File: src/rtl/shift_unit_arbiter_pkg.sv
// Shared types and helpers for the shift unit arbiter.
// Option: SHIFT_UNIT_ARBITER_ROTATE_EN adds rotl().
package shift_unit_arbiter_pkg;

  // Helpers work on fixed maximum widths.
  // Callers zero-extend operands and truncate the result.
  localparam int MAXN = 16;
  localparam int MAXW = 64;

  typedef enum logic {
    EMPTY = 1'b0,
    FULL  = 1'b1
  } state_t;

  typedef struct packed {
    logic       found;
    logic [3:0] idx;
  } pick_t;

  // First valid requester at or after ptr, wrapping modulo n.
  function automatic pick_t rr_pick(
    input logic [MAXN-1:0] valid,
    input logic [31:0]     ptr,
    input int              n
  );
    pick_t p;
    int    j;
    p = '0;
    for (int k = 0; k < MAXN; k++) begin
      j = (int'(ptr) + k) % n;
      if (k < n && !p.found && valid[j]) begin
        p.found = 1'b1;
        p.idx   = 4'(j);
      end
    end
    return p;
  endfunction

  function automatic logic [MAXW-1:0] wmask(
    input logic [31:0] w
  );
    logic [MAXW-1:0] one;
    one = 1;
    if (w >= 32'(MAXW)) return '1;
    return (one << w) - one;
  endfunction

  // Left shift within w bits.
  // Amounts of w or more clear the result.
  function automatic logic [MAXW-1:0] shl_sat(
    input logic [MAXW-1:0] data,
    input logic [MAXW-1:0] amt,
    input logic [31:0]     w
  );
    if (amt >= {32'd0, w}) return '0;
    return (data << amt) & wmask(w);
  endfunction

`ifdef SHIFT_UNIT_ARBITER_ROTATE_EN
  // Rotate left within w bits by amt mod w.
  function automatic logic [MAXW-1:0] rotl(
    input logic [MAXW-1:0] data,
    input logic [MAXW-1:0] amt,
    input logic [31:0]     w
  );
    logic [MAXW-1:0] a;
    logic [MAXW-1:0] d;
    logic [MAXW-1:0] wl;
    wl = {32'd0, w};
    a  = amt % wl;
    d  = data & wmask(w);
    return ((d << a) | (d >> (wl - a))) & wmask(w);
  endfunction
`endif

endpackage

File: src/rtl/shift_unit_arbiter_if.sv
// Request/response bundle of the shift unit arbiter.
// Option: SHIFT_UNIT_ARBITER_ROTATE_EN adds req_rot/resp_rot.
interface shift_unit_arbiter_if #(
  parameter int WIDTH = 8,
  parameter int NREQ  = 4
);
  localparam int IDW = $clog2(NREQ);

  logic [NREQ-1:0]       req_valid;
  logic [NREQ-1:0]       req_ready;
  logic [NREQ*WIDTH-1:0] req_data;
  logic [NREQ*WIDTH-1:0] req_amt;
  logic                  resp_valid;
  logic                  resp_ready;
  logic [WIDTH-1:0]      resp_data;
  logic [IDW-1:0]        resp_id;
`ifdef SHIFT_UNIT_ARBITER_ROTATE_EN
  logic [NREQ-1:0]       req_rot;
  logic                  resp_rot;
`endif

  // Arbiter side.
  modport slave (
    input  req_valid,
    input  req_data,
    input  req_amt,
    input  resp_ready,
`ifdef SHIFT_UNIT_ARBITER_ROTATE_EN
    input  req_rot,
    output resp_rot,
`endif
    output req_ready,
    output resp_valid,
    output resp_data,
    output resp_id
  );

  // Requesters plus consumer side.
  modport master (
    output req_valid,
    output req_data,
    output req_amt,
    output resp_ready,
`ifdef SHIFT_UNIT_ARBITER_ROTATE_EN
    output req_rot,
    input  resp_rot,
`endif
    input  req_ready,
    input  resp_valid,
    input  resp_data,
    input  resp_id
  );

endinterface

File: src/rtl/shift_unit_rr_arbiter.sv
// Combinational round-robin picker.
// Search starts at ptr and wraps modulo NREQ.
module shift_unit_rr_arbiter
  import shift_unit_arbiter_pkg::*;
#(
  parameter int NREQ = 4
) (
  input  logic [NREQ-1:0]         req_valid,
  input  logic [$clog2(NREQ)-1:0] ptr,
  output logic [NREQ-1:0]         grant,
  output logic [$clog2(NREQ)-1:0] gnt_idx,
  output logic                    found
);
  localparam int IDW = $clog2(NREQ);

  pick_t pick;
  logic  unused_idx;

  // Pick the winner and expand it to one-hot.
  always_comb begin
    pick    = rr_pick(MAXN'(req_valid),
                      32'(ptr), NREQ);
    found   = pick.found;
    gnt_idx = pick.idx[IDW-1:0];
    grant   = '0;
    if (pick.found)
      grant = NREQ'(1) << gnt_idx;
  end

  assign unused_idx = ^pick.idx;

endmodule

File: src/rtl/shift_unit_arbiter.sv
// Round-robin shared left-shift unit, one result slot.
// Option: SHIFT_UNIT_ARBITER_ROTATE_EN enables rotate.
module shift_unit_arbiter
  import shift_unit_arbiter_pkg::*;
#(
  parameter int WIDTH = 8,
  parameter int NREQ  = 4
) (
  input logic              CLK,
  input logic              RESET,
  shift_unit_arbiter_if.slave bus
);
  localparam int IDW = $clog2(NREQ);

  state_t           state;
  state_t           state_nxt;
  logic [IDW-1:0]   ptr;
  logic [IDW-1:0]   ptr_nxt;
  logic [NREQ-1:0]  grant;
  logic [IDW-1:0]   gnt_idx;
  logic             found;
  logic             can_accept;
  logic             accept;
  logic [WIDTH-1:0] op_data;
  logic [WIDTH-1:0] op_amt;
  logic [MAXW-1:0]  wide;
  logic [WIDTH-1:0] result;
  logic [WIDTH-1:0] resp_data_q;
  logic [IDW-1:0]   resp_id_q;
  logic             unused_wide;
`ifdef SHIFT_UNIT_ARBITER_ROTATE_EN
  logic             op_rot;
  logic             resp_rot_q;
`endif

  shift_unit_rr_arbiter #(
    .NREQ (NREQ)
  ) u_rr (
    .req_valid (bus.req_valid),
    .ptr       (ptr),
    .grant     (grant),
    .gnt_idx   (gnt_idx),
    .found     (found)
  );

  // Accept while empty, or while full and draining.
  always_comb begin
    can_accept = (state == EMPTY) | bus.resp_ready;
    accept     = can_accept & found & ~RESET;
    bus.req_ready = accept ? grant : '0;
  end

  // Operand mux and the shared shifter.
  always_comb begin
    op_data = bus.req_data[gnt_idx*WIDTH +: WIDTH];
    op_amt  = bus.req_amt[gnt_idx*WIDTH +: WIDTH];
    wide    = shl_sat(MAXW'(op_data),
                      MAXW'(op_amt), 32'(WIDTH));
`ifdef SHIFT_UNIT_ARBITER_ROTATE_EN
    op_rot  = bus.req_rot[gnt_idx];
    if (op_rot)
      wide  = rotl(MAXW'(op_data),
                   MAXW'(op_amt), 32'(WIDTH));
`endif
    result  = wide[WIDTH-1:0];
  end

  assign unused_wide = ^wide;

  // Next state and next pointer.
  always_comb begin
    state_nxt = state;
    ptr_nxt   = ptr;
    if (accept)
      ptr_nxt = (gnt_idx == IDW'(NREQ-1))
              ? '0 : gnt_idx + 1'b1;
    unique case (1'b1)
      accept:
        state_nxt = FULL;
      (state == FULL) && bus.resp_ready && !found:
        state_nxt = EMPTY;
      default: ;
    endcase
  end

  // State, pointer and result register.
  always_ff @(posedge CLK) begin
    if (RESET) begin
      state       <= EMPTY;
      ptr         <= '0;
      resp_data_q <= '0;
      resp_id_q   <= '0;
`ifdef SHIFT_UNIT_ARBITER_ROTATE_EN
      resp_rot_q  <= 1'b0;
`endif
    end else begin
      state <= state_nxt;
      ptr   <= ptr_nxt;
      if (accept) begin
        resp_data_q <= result;
        resp_id_q   <= gnt_idx;
`ifdef SHIFT_UNIT_ARBITER_ROTATE_EN
        resp_rot_q  <= op_rot;
`endif
      end
    end
  end

  assign bus.resp_valid = (state == FULL);
  assign bus.resp_data  = resp_data_q;
  assign bus.resp_id    = resp_id_q;
`ifdef SHIFT_UNIT_ARBITER_ROTATE_EN
  assign bus.resp_rot   = resp_rot_q;
`endif

endmodule
File: src/flat_wrapper.sv
// flat-port wrapper written by rule: the top's interface ports become plain ports
module shift_unit_arbiter_flat import shift_unit_arbiter_pkg::*;
#(
  parameter int WIDTH = 8,
  parameter int NREQ  = 4
)
  (CLK, RESET, bus_req_valid, bus_req_data, bus_req_amt, bus_resp_ready, bus_req_ready, bus_resp_valid, bus_resp_data, bus_resp_id);
  shift_unit_arbiter_if #(.WIDTH(WIDTH), .NREQ(NREQ)) bus_i ();
  input logic CLK;
  input logic RESET;
  input wire logic [$bits(bus_i.req_valid)-1:0] bus_req_valid;
  input wire logic [$bits(bus_i.req_data)-1:0] bus_req_data;
  input wire logic [$bits(bus_i.req_amt)-1:0] bus_req_amt;
  input wire logic [$bits(bus_i.resp_ready)-1:0] bus_resp_ready;
  output wire logic [$bits(bus_i.req_ready)-1:0] bus_req_ready;
  output wire logic [$bits(bus_i.resp_valid)-1:0] bus_resp_valid;
  output wire logic [$bits(bus_i.resp_data)-1:0] bus_resp_data;
  output wire logic [$bits(bus_i.resp_id)-1:0] bus_resp_id;
  assign bus_i.req_valid = bus_req_valid;
  assign bus_i.req_data = bus_req_data;
  assign bus_i.req_amt = bus_req_amt;
  assign bus_i.resp_ready = bus_resp_ready;
  assign bus_req_ready = bus_i.req_ready;
  assign bus_resp_valid = bus_i.resp_valid;
  assign bus_resp_data = bus_i.resp_data;
  assign bus_resp_id = bus_i.resp_id;
  shift_unit_arbiter #(.WIDTH(WIDTH), .NREQ(NREQ)) u_core (.CLK(CLK), .RESET(RESET), .bus(bus_i));
endmodule
File: config.mk
export PLATFORM = sky130hd
export DESIGN_NAME = shift_unit_arbiter_flat
export DESIGN_NICKNAME = d
export VERILOG_FILES = /design/src/rtl/shift_unit_arbiter_pkg.sv /design/src/rtl/shift_unit_arbiter_if.sv /design/src/rtl/shift_unit_rr_arbiter.sv /design/src/rtl/shift_unit_arbiter.sv /design/src/flat_wrapper.sv
export SDC_FILE = /design/constraint.sdc
export NUM_CORES = 1
export LEC_CHECK = 0
export CORE_UTILIZATION = 25
export DETAILED_ROUTE_END_ITERATION = 10
export PLACE_DENSITY_LB_ADDON = 0.2
export SYNTH_ARGS = -nofsm -noshare
export SYNTH_HDL_FRONTEND = slang
export SYNTH_SLANG_ARGS = --single-unit
File: constraint.sdc
create_clock -name CLK -period 3.9 [get_ports CLK]
set_input_delay 0.78 -clock CLK [delete_from_list [all_inputs] [get_ports CLK]]
set_output_delay 0.78 -clock CLK [all_outputs]
set_load 0.01 [all_outputs]
==> results of run 1 <==
layer usage:
layer,track usage,part of all wire,routed length [µm],up-vias
met1,0.2173,0.47,2404,816
met5,0,0,0,-
met4,0.02143,0.0071,36,0
met2,0.2695,0.44,2255,70
li1,-,-,-,932
met3,0.03068,0.079,405,4
Yosys cell counts, drive strengths merged, types with 2 or more instances:
cell	number
dfxtp	13
nor2b	6
nor3	5
nor2	9
and2	5
nand2	19
nand3	14
mux4	2
buf	5
nor3b	7
ha	4
a32oi	7
nand3b	5
o21ai	3
and3	3
a21oi	8
nand2b	2
a21bo	7
mux2	2
nor4	13
a221oi	7
a22oi	6
clkbuf	12
mux2i	14
a211oi	3
area by class of cell:
cell class / instances / area, µm² / area share
timing repair buffer: 104 / 993.5 / 0.3864
multi-input combinational: 162 / 1166 / 0.4535
clock buffer: 4 / 45.04 / 0.01752
inverter: 2 / 12.51 / 0.004866
sequential: 13 / 260.3 / 0.1012
tap: 75 / 93.84 / 0.03650
state kept, by name, summed over array words and instances, names as in the netlist:
signal,count
u_core.bus.resp_id,2
u_core.bus.resp_data,8
u_core.bus.resp_valid,1
u_core.ptr,2
layout by cell type, fill, tap and decap left out, types with 2 or more instances in the layout:
| master | count |
|---|---|
| sky130_fd_sc_hd__nor2_1 | 9 |
| sky130_fd_sc_hd__a21bo_2 | 7 |
| sky130_fd_sc_hd__nand2b_1 | 2 |
| sky130_fd_sc_hd__a21oi_1 | 8 |
| sky130_fd_sc_hd__dfxtp_1 | 13 |
| sky130_fd_sc_hd__o21ai_0 | 3 |
| sky130_fd_sc_hd__nor3_1 | 5 |
| sky130_fd_sc_hd__a32oi_1 | 6 |
| sky130_fd_sc_hd__nor3b_1 | 7 |
| sky130_fd_sc_hd__and2_1 | 4 |
| sky130_fd_sc_hd__a211oi_1 | 3 |
| sky130_fd_sc_hd__mux4_2 | 2 |
| sky130_fd_sc_hd__nor4_1 | 13 |
| sky130_fd_sc_hd__ha_1 | 4 |
| sky130_fd_sc_hd__a22oi_1 | 6 |
| sky130_fd_sc_hd__nor2b_1 | 6 |
| sky130_fd_sc_hd__buf_4 | 19 |
| sky130_fd_sc_hd__a221oi_1 | 7 |
| sky130_fd_sc_hd__and3_1 | 3 |
| sky130_fd_sc_hd__nand2_1 | 19 |
| sky130_fd_sc_hd__clkbuf_8 | 3 |
| sky130_fd_sc_hd__nand3b_1 | 5 |
| sky130_fd_sc_hd__mux2i_1 | 14 |
| sky130_fd_sc_hd__nand3_1 | 14 |
| sky130_fd_sc_hd__clkdlybuf4s50_1 | 85 |
kinds of logic (layout without fill, tap and decap cells):
| logic type | Yosys count | in the layout |
|---|---|---|
| and+or+nand+nor | 93 | 93 |
| AOI/OAI and AO/OA | 47 | 47 |
| buffers and inverters | 19 | 110 |
| muxes | 18 | 18 |
| DFF | 13 | 13 |
| adders and majority gates | 4 | 4 |
power breakdown:
group	internal, mW	switching [mW]	total [mW]
combinational	0.273	0.245	0.518
sequential	0.142	0.0173	0.159
clock	0.0723	0.0499	0.122
worst max-delay path: cells and delay by family:
family	cells	cell delay [ps]
and+or+nand+nor	4	950
adders and majority gates	1	120
buffers and inverters	3	1120
worst paths after layout:
path                                                      startpoint                                   end  slack [ps]
worst max-delay path                                bus_req_valid[3]                      bus_req_ready[1]         150
worst min-delay path            u_core.bus.resp_data[2]$_SDFFE_PP0P_  u_core.bus.resp_data[2]$_SDFFE_PP0P_         460
worst max register to register            u_core.ptr[1]$_SDFFE_PP0P_  u_core.bus.resp_data[7]$_SDFFE_PP0P_         860
worst min register to register  u_core.bus.resp_data[2]$_SDFFE_PP0P_  u_core.bus.resp_data[2]$_SDFFE_PP0P_         460
==> out/qor_table.md, run 1 <==
| Stage | Item | This run |
|:---|:---|:---|
| run status | Status | finished clean |
| sta | Headroom to the max-slew limit | 0.6016 |
| place | Number of input and output port buffers inserted | 85 |
| detailed routing | Drc violations | 0 |
| yosys | Adder-cell share of the synthesized area | 0.03252 |
| floorplan | Effective utilization at floorplan | 0.2599 |
| cells and area | Fraction of final layout cells sized beyond drive strength 1 | 0.1404 |
| cells and area | Final core utilization | 0.4343 |
| clocking | Setup bufs post-CTS | 0 |
| yosys | Share of synthesized flip-flops with an asynchronous set or reset | 0 |
| sta | Crit share post-route | 0.9616 |
| clocking | H-tree depth reported by CTS | 1 |
| place | Placed wire-length estimate | 4.177 mm |
| sta | Final hold vios | 0 |
| yosys | Share of synthesized cell area in and, or, nand and nor gates | 0.3415 |
| detailed routing | Mean routed wirelength per cell | 14.17 µm |
| yosys | Net Count, Synth | 269 |
| floorplan | Horizontal extent of the die | 80.46 µm |
| yosys | Post-synthesis mux area share | 0.1374 |
| sta | Final setup TNS | 0 ps |
| floorplan | Standard cell core area | 0.005921 mm² |
| yosys | Fraction of post-synthesis cell area in the top cell type by area | 0.1691 |
| place | Setup slack after placement | 91.44 ps |
| power | Total power divided by cell area | 310.9 mW/mm² |
| yosys | Commonest register cell after synthesis | sky130_fd_sc_hd__dfxtp_1 |
| clocking | Clock slew seen by the registers of the worst setup and hold paths | 60 ps |
| clocking | Hold buffer count at cts | 0 |
| detailed routing | Initial DRC count | 119 |
| power | Leakage component of the power | 0.9600 nW |
| clocking | Clk buf depth | 2 |
| power | Power, Total | 799.4 µW |
| flow run | Max cap viols | 0 |
| clocking | Clock sink total | 13 |
| critical path | Cells along the critical path | clkdlybuf4s50_1 -> nor2_1 -> or4b_4 -> and2_4 -> clkinv_4 -> ha_1 -> and2_1 -> clkdlybuf4s50_1 |
| global route | Gr ovfl total | 0 |
| yosys | Sequential area share after synthesis | 0.1691 |
| clocking | Post-cts repair resize count | 0 |
| floorplan | I/O pin count | 86 |
| global route | Global-route usage over all layers | 0.1612 |
| critical path | Worst setup SP type | primary input |
| yosys | YS warnings | 0 |
| critical path | Cell at the slowest stage of the critical path | sky130_fd_sc_hd__clkdlybuf4s50_1 |
| yosys | Post-Synth XOR/XNOR Area | 0 |
| yosys | Count of state elements after synthesis | 13 |
| detailed routing | Final antenna-violating net count | 0 |
| yosys | Main combinational cell family by area after synthesis | simple AND/OR/NAND/NOR gates |
| global route | Number of antenna violations at the first check in global routing | 0 |
| critical path | Data arrival time of the critical path | 2970 ps |
| global route | Wire length of the first global-routing pass | 8.190 mm |
| yosys | Compound-gate portion of the synthesized area | 0.2439 |
| sta | Setup repair after global routing missed its margin | no |
| clocking | Clock tree root driver cell | sky130_fd_sc_hd__clkbuf_8 |
| sta | Final setup viols | 0 |
| cells and area | Fin cells | 360 |
| place | Number of cells after detailed placement | 356 |
| critical path | R2r worst-path depth | 8 |
| detailed routing | Sum of routed wire length over all layers | 5.101 mm |
| critical path | Maximum cell stage delay along the critical path | 540 ps |
| critical path | Crit path max fanout | 5 |
| place | RD Place Congestion | 0.8752 |
| critical path | Required arrival time at the worst endpoint | 3120 ps |
| floorplan | Die Outline Area | 0.006474 mm² |
| global route | Vias in the first global route | 1,712 |
| power | Largest voltage drop on the vdd net | 0.0001016 V |
| floorplan | Die outline height | 80.46 µm |
| sta | Clock skew after layout | 3.124 ps |
| detailed routing | Number of iterations in the first detailed-routing pass | 4 |
| yosys | Cell variety after synth | 44 |
| sta | Slew Limit Fails | 0 |
| cells and area | # nets final | 361 |
| yosys | Post-Syn Area per Cell | 7.933 µm² |
| hold path | Number of instances on the worst hold path | 2 |
| critical path | Crit path kind | in -> out |
| sta | Worst path setup slack after routing | 150.0 ps |
| clocking | Clock tree from TritonCTS | built |
| yosys | Number of enable-type register cells in the synthesized netlist | 0 |
| yosys | Cell Area, Synth | 0.001539 mm² |
| floorplan | Floorplan row count | 28 |
| yosys | Largest cells by area after synthesis | sky130_fd_sc_hd__dfxtp_1, sky130_fd_sc_hd__mux2i_1, sky130_fd_sc_hd__nor4_1, sky130_fd_sc_hd__nand2_1, sky130_fd_sc_hd__a21bo_2 |
| sta | Min Tclk post-route | 3750 ps |
| yosys | Largest area contributor in the synthesized netlist | sky130_fd_sc_hd__dfxtp_1 |
| clocking | Later-pin clock latency in the skew report | 250 ps |
| sta | Achievable clock frequency | 266.7 MHz |
| critical path | Most common cell type on the critical path | sky130_fd_sc_hd__clkdlybuf4s50_1 |
| sta | Least-Margin Pin Slew | 596.7 ps |
| cells and area | Layout overhead on the synthesized area | 67.07% |
| detailed routing | Total via count after detailed routing | 1,822 |
| yosys | Synth Instances | 194 |
| clocking | CTS Buf Count | 3 |
| cells and area | Post-layout instance area | 0.002571 mm² |
| cells and area | Total inserted antenna cells | 0 |
| cells and area | Number of fill cells | 586 |
| global route | Maximum number of pins on one net before global-route repair | 25 |
| hold path | Min-Delay Path Class | reg -> reg |
| detailed routing | Routed vias/inst | 5.061 |
| sta | Worst hold slack | 459.1 ps |
| place | Placed Area | 0.002522 mm² |
| critical path | Endpoint kind of the worst setup timing path | output port |
(Power assumes the default switching activity.)
==> inputs of run 2 (changes only) <==
--- a/config.mk
+++ b/config.mk
@@ -5,9 +5,10 @@
 export SDC_FILE = /design/constraint.sdc
 export NUM_CORES = 1
 export LEC_CHECK = 0
-export CORE_UTILIZATION = 25
+export CORE_UTILIZATION = 39
 export DETAILED_ROUTE_END_ITERATION = 10
 export PLACE_DENSITY_LB_ADDON = 0.2
+export SLEW_MARGIN = 10
 export SYNTH_ARGS = -nofsm -noshare
 export SYNTH_HDL_FRONTEND = slang
 export SYNTH_SLANG_ARGS = --single-unit
==> out/qor_table.md, run 2 (synthesis results as in run 1) <==
| Stage | Item | This run | Change |
|:---|:---|:---|:---|
| sta | Final setup TNS | 0 ps | unchanged |
| cells and area | Most common cell after layout, fill and taps aside | sky130_fd_sc_hd__clkdlybuf4s50_1 |  |
| detailed routing | Number of iterations in the first detailed-routing pass | 4 | unchanged |
| floorplan | I/O pin count | 86 | unchanged |
| cells and area | Total inserted antenna cells | 0 | unchanged |
| critical path | Combined buffer and inverter count along the critical path | 3 | unchanged |
| critical path | Most common cell type on the critical path | sky130_fd_sc_hd__clkdlybuf4s50_1 |  |
| floorplan | Horizontal extent of the die | 64.82 µm | -19% |
| cells and area | # nets final | 358 | -0.83% |
| global route | Vias in the first global route | 1,677 | -2.0% |
| power | Total power divided by cell area | 311.5 mW/mm² | +0.19% |
| sta | Slew Limit Fails | 0 | unchanged |
| clocking | Hold buffer count at cts | 0 | unchanged |
| detailed routing | Initial DRC count | 90 | -24% |
| detailed routing | Drc violations | 0 | unchanged |
| critical path | Crit Reg-Reg Startpoint | u_core.ptr[1]$_SDFFE_PP0P_ |  |
| place | RD Place Congestion | 0.7653 | -13% |
| critical path | Cell type group with the largest total delay on the critical path | buffers and inverters |  |
| place | Setup slack after placement | 48.73 ps | -42.72 ps |
| clocking | Clk buf depth | 2 | unchanged |
| cells and area | Flip-flop count of the largest register after layout | 8 | unchanged |
| global route | Wire length of the first global-routing pass | 7.493 mm | -8.5% |
| hold path | Min-Delay Path Class | reg -> reg |  |
| sta | Worst hold slack | 478.7 ps | +19.65 ps |
| global route | Maximum number of pins on one net before global-route repair | 25 | unchanged |
| clocking | Clock tree root driver cell | sky130_fd_sc_hd__clkbuf_8 |  |
| cells and area | Fraction of final layout cells sized beyond drive strength 1 | 0.1277 | -0.01269 |
| detailed routing | Mean routed wirelength per cell | 14.39 µm | +1.6% |
| place | Number of input and output port buffers inserted | 85 | unchanged |
| clocking | Later-pin clock latency in the skew report | 240 ps | about the same |
| cells and area | Commonest non-fill, non-tap cells in the layout | sky130_fd_sc_hd__clkdlybuf4s50_1, sky130_fd_sc_hd__nand2_1, sky130_fd_sc_hd__buf_4 |  |
| place | Placed Area | 0.002451 mm² | -2.8% |
| hold path | Hold Startpoint | u_core.bus.resp_data[2]$_SDFFE_PP0P_ |  |
| sta | Achievable clock frequency | 262.0 MHz | -1.7% |
| critical path | Cell at the slowest stage of the critical path | sky130_fd_sc_hd__or4_1 |  |
| critical path | Endpoint kind of the worst setup timing path | output port |  |
| clocking | CTS Buf Count | 3 | unchanged |
| global route | Global-route usage over all layers | 0.2260 | +0.06487 |
| sta | Final setup viols | 0 | unchanged |
| critical path | Maximum cell stage delay along the critical path | 540 ps | about the same |
| hold path | Sink of the worst hold path | u_core.bus.resp_data[2]$_SDFFE_PP0P_ |  |
| floorplan | Die Outline Area | 0.004201 mm² | -35% |
| sta | Final hold vios | 0 | unchanged |
| flow run | Max cap viols | 0 | unchanged |
| critical path | R2r worst-path depth | 9 | +1 |
| cells and area | Post-layout instance area | 0.002514 mm² | -2.2% |
| power | Power, Total | 783.0 µW | -2.1% |
| floorplan | Effective utilization at floorplan | 0.4141 | +0.1542 |
| sta | Min Tclk post-route | 3816 ps | +66.11 ps |
| sta | Clock skew after layout | 0.5249 ps | -2.599 ps |
| floorplan | Floorplan row count | 22 | -21% |
| place | Placed wire-length estimate | 3.681 mm | -12% |
| critical path | Endpoint of the lowest-slack register-to-register path | u_core.bus.resp_data[7]$_SDFFE_PP0P_ |  |
| sta | Worst path setup slack after routing | 83.84 ps | -66.11 ps |
| detailed routing | Total via count after detailed routing | 1,828 | +0.33% |
| floorplan | Die outline height | 64.82 µm | -19% |
| floorplan | Standard cell core area | 0.003716 mm² | -37% |
| global route | Gr ovfl total | 0 | unchanged |
| clocking | Clock slew seen by the registers of the worst setup and hold paths | 50 ps | about the same |
| critical path | Data arrival time of the critical path | 3040 ps | +70 ps |
| critical path | Crit path max fanout | 4 | -1 |
| hold path | Number of instances on the worst hold path | 2 | unchanged |
| sta | Least-Margin Pin Slew | 583.0 ps | -13.70 ps |
| critical path | Cells along the critical path | clkdlybuf4s50_1 -> nor2b_1 -> or4_1 -> and2_4 -> buf_4 -> ha_1 -> and2_1 -> clkdlybuf4s50_1 |  |
| detailed routing | Routed vias/inst | 5.539 | +9.5% |
| cells and area | Layout overhead on the synthesized area | 63.33% |  |
| critical path | Required arrival time at the worst endpoint | 3120 ps | about the same |
| sta | Crit share post-route | 0.9785 | +0.01695 |
| clocking | Clock sink total | 13 | unchanged |
| clocking | H-tree depth reported by CTS | 1 | unchanged |
| power | Leakage component of the power | 0.9617 nW | +0.17% |
| detailed routing | Final antenna-violating net count | 0 | unchanged |
| run status | Status | finished clean |  |
| critical path | Worst setup SP type | primary input |  |
| power | Largest voltage drop on the vdd net | 0.0002244 V | +120% |
| detailed routing | Sum of routed wire length over all layers | 4.749 mm | -6.9% |
| critical path | Crit path kind | in -> out |  |
| global route | Number of antenna violations at the first check in global routing | 0 | unchanged |
| clocking | Clock tree from TritonCTS | built |  |
| critical path | Setup slack of the worst register-to-register path | 840 ps | -20 ps |
| sta | Headroom to the max-slew limit | 0.6108 | +0.009143 |
-- run 2: tightest hold or removal path, cell delays in order, from the launching register on --
cell and delay, ps:
sky130_fd_sc_hd__dfxtp_1 310, sky130_fd_sc_hd__nand2_1 60, sky130_fd_sc_hd__a21oi_1 60
-- run 2: power breakdown --
group	switching, mW	internal [mW]
logic	0.243	0.264
registers	0.0169	0.142
clock network	0.0454	0.0720
total	0.305	0.478
-- run 2: stage by stage --
stage | cells | util
detailed placement | 324 | 0.6596
CTS | 328 | 0.6717
global placement | 324 | 0.6596
global route | 330 | 0.6764
floorplan | 194 | -
finish | 330 | 0.6764
-- run 2: routing by layer --
layer / part of all wire / wire length [µm] / global-route usage
met1: 0.43 / 2036 / 0.2839
met2: 0.48 / 2264 / 0.3919
met3: 0.088 / 419 / 0.05106
met4: 0.0057 / 27 / 0.04167
met5: 0 / 0 / 0
-- run 2: final cells by class --
class / count / area (µm²)
repair buffers: 101 / 973.4
clock buffers: 4 / 45.04
fillers: 327 / 1202
inverters: 2 / 12.51
multi-input cells: 162 / 1162
flip-flops and latches: 13 / 260.3
well taps: 48 / 60.06
-- run 2: how the worst max path moves through the flow --
stage	startpoint	endpoint	slack (ps)	cells after the start
6_report	bus_req_valid[1]	bus_req_ready[0]	80	8
5_1_grt	bus_req_valid[1]	bus_req_ready[0]	-4	8
4_1_cts	bus_req_valid[1]	bus_req_ready[3]	60	8
3_5_place_dp	bus_req_valid[1]	u_core.bus.resp_data[7]$_SDFFE_PP0P_	50	11
3_3_place_gp	bus_req_valid[1]	bus_req_ready[3]	100	8
2_1_floorplan	bus_req_valid[2]	u_core.bus.resp_data[7]$_SDFFE_PP0P_	490	13
-- run 2: repair_timing --
action	4_1_cts	5_1_grt
setup buffers	0	2
resized for setup	0	1
setup endpoints to repair	0	2
==> inputs of run 3 (changes only) <==
--- a/config.mk
+++ b/config.mk
@@ -5,6 +5,7 @@
 export SDC_FILE = /design/constraint.sdc
 export NUM_CORES = 1
 export LEC_CHECK = 0
+export CAP_MARGIN = 20
 export CORE_UTILIZATION = 39
 export DETAILED_ROUTE_END_ITERATION = 10
 export PLACE_DENSITY_LB_ADDON = 0.2
==> results of run 3 <==
No change in the layout: final DEF, timing and power equal those of run 2.
